==> config.mk <==
export PLATFORM = sky130hd
export DESIGN_NAME = filter_requant
export DESIGN_NICKNAME = d
export VERILOG_FILES = /design/src/rtl/filter_pkg.sv /design/src/rtl/requant_fifo.sv /design/src/rtl/filter_requant.sv
export SDC_FILE = /design/constraint.sdc
export NUM_CORES = 1
export LEC_CHECK = 0
export ABC_AREA = 1
export BUFFER_PORTS_ARGS = -buffer_cell sky130_fd_sc_hd__buf_2
export CELL_PAD_IN_SITES_DETAIL_PLACEMENT = 1
export CELL_PAD_IN_SITES_GLOBAL_PLACEMENT = 1
export CORE_UTILIZATION = 42
export CTS_BUF_LIST = sky130_fd_sc_hd__clkbuf_4
export DETAILED_ROUTE_END_ITERATION = 6
export GPL_TIMING_DRIVEN = 0
export PLACE_DENSITY = 0.89
export SYNTH_ARGS = -nofsm -noshare
export SYNTH_HDL_FRONTEND = slang
export SYNTH_HIERARCHICAL = 1
export SYNTH_SLANG_ARGS = --single-unit
==> constraint.sdc <==
create_clock -name clk -period 1.8 [get_ports clk]
set_input_delay 0.18 -clock clk [delete_from_list [all_inputs] [get_ports clk]]
set_output_delay 0.18 -clock clk [all_outputs]
set_load 0.02 [all_outputs]
==> src/rtl/filter_pkg.sv <==
// Shared definitions for the filter back end: default widths, saturation
// limits and the {sat, data} FIFO word layout.
package filter_pkg;

  localparam int IN_W_DEF  = 32;
  localparam int OUT_W_DEF = 8;

  function automatic int sat_max(input int w);
    return (1 << (w - 1)) - 1;
  endfunction

  function automatic int sat_min(input int w);
    return -(1 << (w - 1));
  endfunction

  // FIFO word is {sat, data[w-1:0]}
  function automatic int word_w(input int w);
    return w + 1;
  endfunction

endpackage

==> src/rtl/requant_fifo.sv <==
// Synchronous first-word-fall-through FIFO with a registered head word that
// holds its last value once the FIFO drains.
module requant_fifo #(
  parameter int W     = 9,
  parameter int DEPTH = 4
) (
  input  logic         clk,
  input  logic         reset,
  input  logic         push,
  input  logic [W-1:0] wdata,
  input  logic         pop_ready,
  output logic         valid,
  output logic [W-1:0] rdata,
  output logic         drop
);

  localparam int AW = $clog2(DEPTH);

  logic [W-1:0]  mem_q [DEPTH];
  logic [AW-1:0] wr_ptr_q, wr_ptr_d, rd_ptr_q, rd_ptr_d;
  logic [AW:0]   count_q, count_d;
  logic [W-1:0]  head_q, head_d;
  logic          full, pop, wr_en;

  always_comb begin
    full     = (count_q == (AW+1)'(DEPTH));
    pop      = (count_q != '0) && pop_ready;
    wr_en    = push && (!full || pop);
    drop     = push && full && !pop;
    wr_ptr_d = wr_en ? wr_ptr_q + AW'(1) : wr_ptr_q;
    rd_ptr_d = pop ? rd_ptr_q + AW'(1) : rd_ptr_q;
    count_d  = count_q + (AW+1)'(wr_en) - (AW+1)'(pop);
    // The head register mirrors mem[rd_ptr]; the incoming word bypasses
    // memory when it becomes the head on this edge.
    head_d = head_q;
    if (wr_en && ((count_q == '0) || (pop && count_q == (AW+1)'(1))))
      head_d = wdata;
    else if (pop && count_q > (AW+1)'(1))
      head_d = mem_q[rd_ptr_q + AW'(1)];
  end

  always_ff @(posedge clk) begin
    if (wr_en) mem_q[wr_ptr_q] <= wdata;
  end

  always_ff @(posedge clk or posedge reset) begin
    if (reset) begin
      wr_ptr_q <= '0;
      rd_ptr_q <= '0;
      count_q  <= '0;
      head_q   <= '0;
    end else begin
      wr_ptr_q <= wr_ptr_d;
      rd_ptr_q <= rd_ptr_d;
      count_q  <= count_d;
      head_q   <= head_d;
    end
  end

  assign valid = (count_q != '0);
  assign rdata = head_q;

endmodule

==> src/rtl/filter_requant.sv <==
// Decimate, round, shift and saturate the filter result, then queue it for an
// OUT_W-bit valid/ready consumer. Optional REQUANT_STATS_EN adds sat/drop counters.
module filter_requant
  import filter_pkg::*;
#(
  parameter int IN_W  = IN_W_DEF,
  parameter int OUT_W = OUT_W_DEF,
  parameter int SHIFT = 8,
  parameter int DECIM = 4,
  parameter int DEPTH = 4
) (
  input  logic             clk,
  input  logic             reset,
  input  logic             in_valid,
  input  logic [IN_W-1:0]  in_data,
  output logic             out_valid,
  input  logic             out_ready,
  output logic [OUT_W-1:0] out_data,
  output logic             out_sat,
  output logic             overflow
`ifdef REQUANT_STATS_EN
  ,
  output logic [15:0]      sat_cnt,
  output logic [15:0]      drop_cnt
`endif
);

  localparam int PW = (DECIM > 1) ? $clog2(DECIM) : 1;
  localparam int QW = IN_W + 1;
  localparam int WW = word_w(OUT_W);
  localparam logic signed [QW-1:0] Q_MAX = QW'(sat_max(OUT_W));
  localparam logic signed [QW-1:0] Q_MIN = QW'(sat_min(OUT_W));
  localparam logic [QW-1:0]        ONE   = QW'(1);
  localparam logic signed [QW-1:0] RND   = signed'(ONE << (SHIFT - 1));

  logic [PW-1:0]          phase_q, phase_d;
  logic                   s1_valid_q, s1_valid_d, s2_valid_q, s2_valid_d;
  logic signed [QW-1:0]   s1_val_q, s1_val_d, r;
  logic [WW-1:0]          s2_word_q, s2_word_d, head;
  logic                   overflow_q, overflow_d, keep, fifo_drop;

  always_comb begin
    keep    = in_valid && (phase_q == '0);
    phase_d = phase_q;
    if (in_valid) phase_d = (phase_q == PW'(DECIM - 1)) ? '0 : phase_q + PW'(1);
    // One extra bit keeps the rounding add from wrapping near +max.
    r          = signed'({in_data[IN_W-1], in_data}) + RND;
    s1_val_d   = r >>> SHIFT;
    s1_valid_d = keep;
    s2_valid_d = s1_valid_q;
    if (s1_val_q > Q_MAX)      s2_word_d = {1'b1, Q_MAX[OUT_W-1:0]};
    else if (s1_val_q < Q_MIN) s2_word_d = {1'b1, Q_MIN[OUT_W-1:0]};
    else                       s2_word_d = {1'b0, s1_val_q[OUT_W-1:0]};
    overflow_d = overflow_q | fifo_drop;
  end

  always_ff @(posedge clk or posedge reset) begin
    if (reset) begin
      phase_q    <= '0;
      s1_valid_q <= 1'b0;
      s1_val_q   <= '0;
      s2_valid_q <= 1'b0;
      s2_word_q  <= '0;
      overflow_q <= 1'b0;
    end else begin
      phase_q    <= phase_d;
      s1_valid_q <= s1_valid_d;
      s1_val_q   <= s1_val_d;
      s2_valid_q <= s2_valid_d;
      s2_word_q  <= s2_word_d;
      overflow_q <= overflow_d;
    end
  end

  requant_fifo #(.W(WW), .DEPTH(DEPTH)) u_fifo (
    .clk       (clk),
    .reset     (reset),
    .push      (s2_valid_q),
    .wdata     (s2_word_q),
    .pop_ready (out_ready),
    .valid     (out_valid),
    .rdata     (head),
    .drop      (fifo_drop)
  );

  assign out_sat  = head[WW-1];
  assign out_data = head[OUT_W-1:0];
  assign overflow = overflow_q;

`ifdef REQUANT_STATS_EN
  logic [15:0] sat_cnt_q, sat_cnt_d, drop_cnt_q, drop_cnt_d;

  always_comb begin
    sat_cnt_d  = sat_cnt_q;
    drop_cnt_d = drop_cnt_q;
    if (s2_valid_q && !fifo_drop && s2_word_q[WW-1] && sat_cnt_q != 16'hFFFF)
      sat_cnt_d = sat_cnt_q + 16'd1;
    if (fifo_drop && drop_cnt_q != 16'hFFFF)
      drop_cnt_d = drop_cnt_q + 16'd1;
  end

  always_ff @(posedge clk or posedge reset) begin
    if (reset) begin
      sat_cnt_q  <= '0;
      drop_cnt_q <= '0;
    end else begin
      sat_cnt_q  <= sat_cnt_d;
      drop_cnt_q <= drop_cnt_d;
    end
  end

  assign sat_cnt  = sat_cnt_q;
  assign drop_cnt = drop_cnt_q;
`endif

endmodule
==> metrics.cfg <==
[critical_path]
path_cells = inv_2, nor2_1, nand2_2, nand2_4, ha_4, inv_2, ha_4, fa_2, xnor2_1
critical_path.slowest_cell = dfrtp_1
crit-reg2reg-launch = u_fifo/count_q[2]
r2r-end = u_fifo/count_q[2]
worst-path-buf-inv = 2
critPathMaxStageDelay_ns = 0.39
crit_fanout = 7
worstPathRequired_ns = 2.11
crit_family = adder cells
arrival_ns = 2.10
setup.worst_path.end_class = register
ff2ff_path_depth = 9
r2r_slack_ns = 0.01
path_class = register to register
startpoint_type = register

[sta]
min_period_ns = 1.789
finalSetupTns_ns = 0
fin_skew_ns = 0.02099
worstMarginPinSlew_ns = 0.7983
slew_headroom_pct = 46.58
slew_viol_final = 0
fin_ws_ns = 0.01103
setup_viol = 0
rsz0062_at_grt = true
min_period_over_period_pct = 99.39
hold_viol = 0
max_freq_mhz = 559.0

[layout]
layout_commonest_cell = nand2_1
area_delta_synth_final_pct = 19.25
final_area_um2 = 5239
drive_above_1_share_pct = 21.13
final_cell_mix = nand2_1 (205), dfrtp_1 (55), nor2_1 (46)
fin_nets = 611

[route]
routed-via-count = 3357
routed_wl_um = 10120
ant_nets = 0
viasPerCell = 4.782
wl_per_cell_um = 14.41
drtPass1Iterations = 4
dr.first_iter.drc_count = 92
drcViolationCount = 0

[place]
post-place-ws_ns = -0.1405
place_area_um2 = 4767
dp_hpwl_um = 7666
routabilityCongestion = 0.8179
io_buffers = 39

[logic_synthesis]
synth_edf_count = 36
yosysTopAreaCell = dfrtp_1
ys_ff_latch = 91
synth_area_um2 = 4393
synth.avg_cell_area_um2 = 9.095
synth_cell_type_count = 33
synth_flop_cell = dfrtp_1
yosys-top-cells-area = dfrtp_1 (31%), edfxtp_1 (25%), nand2_1 (18%)
synth_top_area_share_pct = 31.33
yosysSeqAreaShare_pct = 55.94
synthCells = 483
syn_nets = 531
ys_warn_count = 6
synthArstFlopShare_pct = 60.44

[floorplanning]
die_w_um = 104.3
die_area_um2 = 10870
core_um2 = 9955
rows = 36
start_util_pct = 44.13
io_pins = 47
die_h_um = 104.3

[global_routing]
track_usage_pct = 20.45
grt-ovfl-total = 0
antenna_found_initial = 1
grt_first_pass_wirelength_um = 17430
grt_pass1_vias = 3809
grt_max_degree = 40

[hold_path]
min-delay-start = in_data[27]
hold_depth = 3
hold_class = primary input to register
hold_end = s1_val_q[19]

[cts]
clockBufferDepth = 2
htree_levels = 3
clkLatencyLatePin_ns = 0.43
cts-root-buf = clkbuf_4
cts_made_buffers = 9
clkTransAtPathRegs_ns = 0.13
cts_sinks = 91
cts_tree = done

[power]
p_leak_nw = 2.428
power.density_nw_per_um2 = 1243
peakVddDrop_mv = 0.6223

[outcome]
outcome = finished, final reports clean

[flow_run]
drv_cap = 0

[what timing repair did]
| item | 4_1_cts | 5_1_grt |
|---|---|---|
| setup buffers | 6 | 1 |
| hold endpoints to repair | 40 | 0 |
| gates resized for setup | 7 | 3 |
| pin swaps | 6 | 1 |
| endpoints found under the setup margin | 33 | 29 |
| hold buffers | 23 | 0 |
[how the worst max path moves through the flow]
stage | cells past startpoint | start | end | slack (ns)
5_1_grt | 9 | u_fifo/count_q[2] | u_fifo/count_q[2] | -0.04
2_1_floorplan | 8 | u_fifo/count_q[0] | u_fifo/count_q[1] | -0.04
6_report | 9 | u_fifo/count_q[2] | u_fifo/count_q[2] | 0.01
3_5_place_dp | 7 | u_fifo/count_q[0] | u_fifo/count_q[1] | -0.14
3_3_place_gp | 7 | u_fifo/count_q[0] | u_fifo/count_q[1] | -0.05
4_1_cts | 9 | u_fifo/count_q[1] | u_fifo/count_q[2] | -0.007
[registers in the layout, summed over array words and instances (netlist names)]
register,flops
s2_word_q,9
u_fifo/count_q,3
phase_q,2
s1_valid_q,1
u_fifo/wr_ptr_q,2
s2_valid_q,1
u_fifo/rd_ptr_q,2
u_fifo/mem_q,36
u_fifo/rdata,9
s1_val_q,25
overflow,1
[worst min-delay path, stage by stage]
cell and delay [ns]:
buf_2 0.11, nand2_1 0.06, nand2_1 0.06
[kinds of logic (layout without fill, tap and decap cells)]
kind of cell / after synthesis / after routing / synth area share (%)
simple gates: 315 / 315 / 31.67
flops: 91 / 91 / 55.94
buf+inv: 40 / 125 / 4.187
xor+xnor: 19 / 19 / 3.788
fa+ha+maj: 12 / 12 / 3.589
compound gates: 6 / 6 / 0.8259
other cells: 0 / 1 / 0
[Yosys cell counts (2+ instances only)]
cell / n
clkbuf_1: 2
a21oi_1: 2
dfrtp_1: 55
nand3b_1: 4
nand4_1: 10
nand3_1: 10
nor3_1: 2
inv_1: 24
nor2_1: 49
xnor2_1: 9
ha_1: 11
nand2_2: 13
edfxtp_1: 36
nand3_2: 2
buf_4: 2
nor2_2: 8
nand2_4: 4
nand2_1: 207
o21ai_0: 3
inv_2: 6
buf_6: 2
or2_2: 2
xor2_1: 10
[per-layer routing]
metal / vias up / wire, µm / share of wire, % / GRT usage, %
met5: - / 0 / 0 / 0
met4: 0 / 231 / 2.3 / 8.776
met3: 14 / 192 / 1.9 / 2.569
met2: 55 / 5690 / 56 / 40.02
met1: 1615 / 4004 / 40 / 21.64
li1: 1673 / - / - / -
[report_power, final]
| group | internal (mW) | switching, mW | leakage [nW] |
|---|---|---|---|
| Sequential | 2.53 | 0.233 | 0.969 |
| Combinational | 0.966 | 1.66 | 1.38 |
| Clock | 0.434 | 0.688 | 0.0786 |
| Total | 3.93 | 2.58 | 2.43 |
[area by class of cell]
cell class | instances | area [µm²]
Fill cell | 1183 | 4716
Timing Repair Buffer | 69 | 478.0
Tap cell | 133 | 166.4
Multi-Input combinational cell | 352 | 1807
Buffer | 7 | 50.05
Antenna cell | 1 | 2.502
Clock inverter | 7 | 73.82
Clock buffer | 9 | 67.56
Sequential cell | 91 | 2457
Inverter | 33 | 136.4
[metrics by stage]
stage / power (mW) / std cells / hold WS [ns] / util [%]
final: 6.510 / 702 / 0.01570 / 52.63
after global routing: 7.031 / 702 / -0.0008167 / 52.63
after CTS: 6.541 / 700 / 0.0004976 / 52.43
after detailed placement: 5.249 / 655 / 0.3228 / 47.89
after global placement: 5.036 / 655 / 0.2883 / 47.89
after floorplan: 4.566 / 483 / 0.09374 / -
Note: power is estimated with default switching activity, not from simulation.
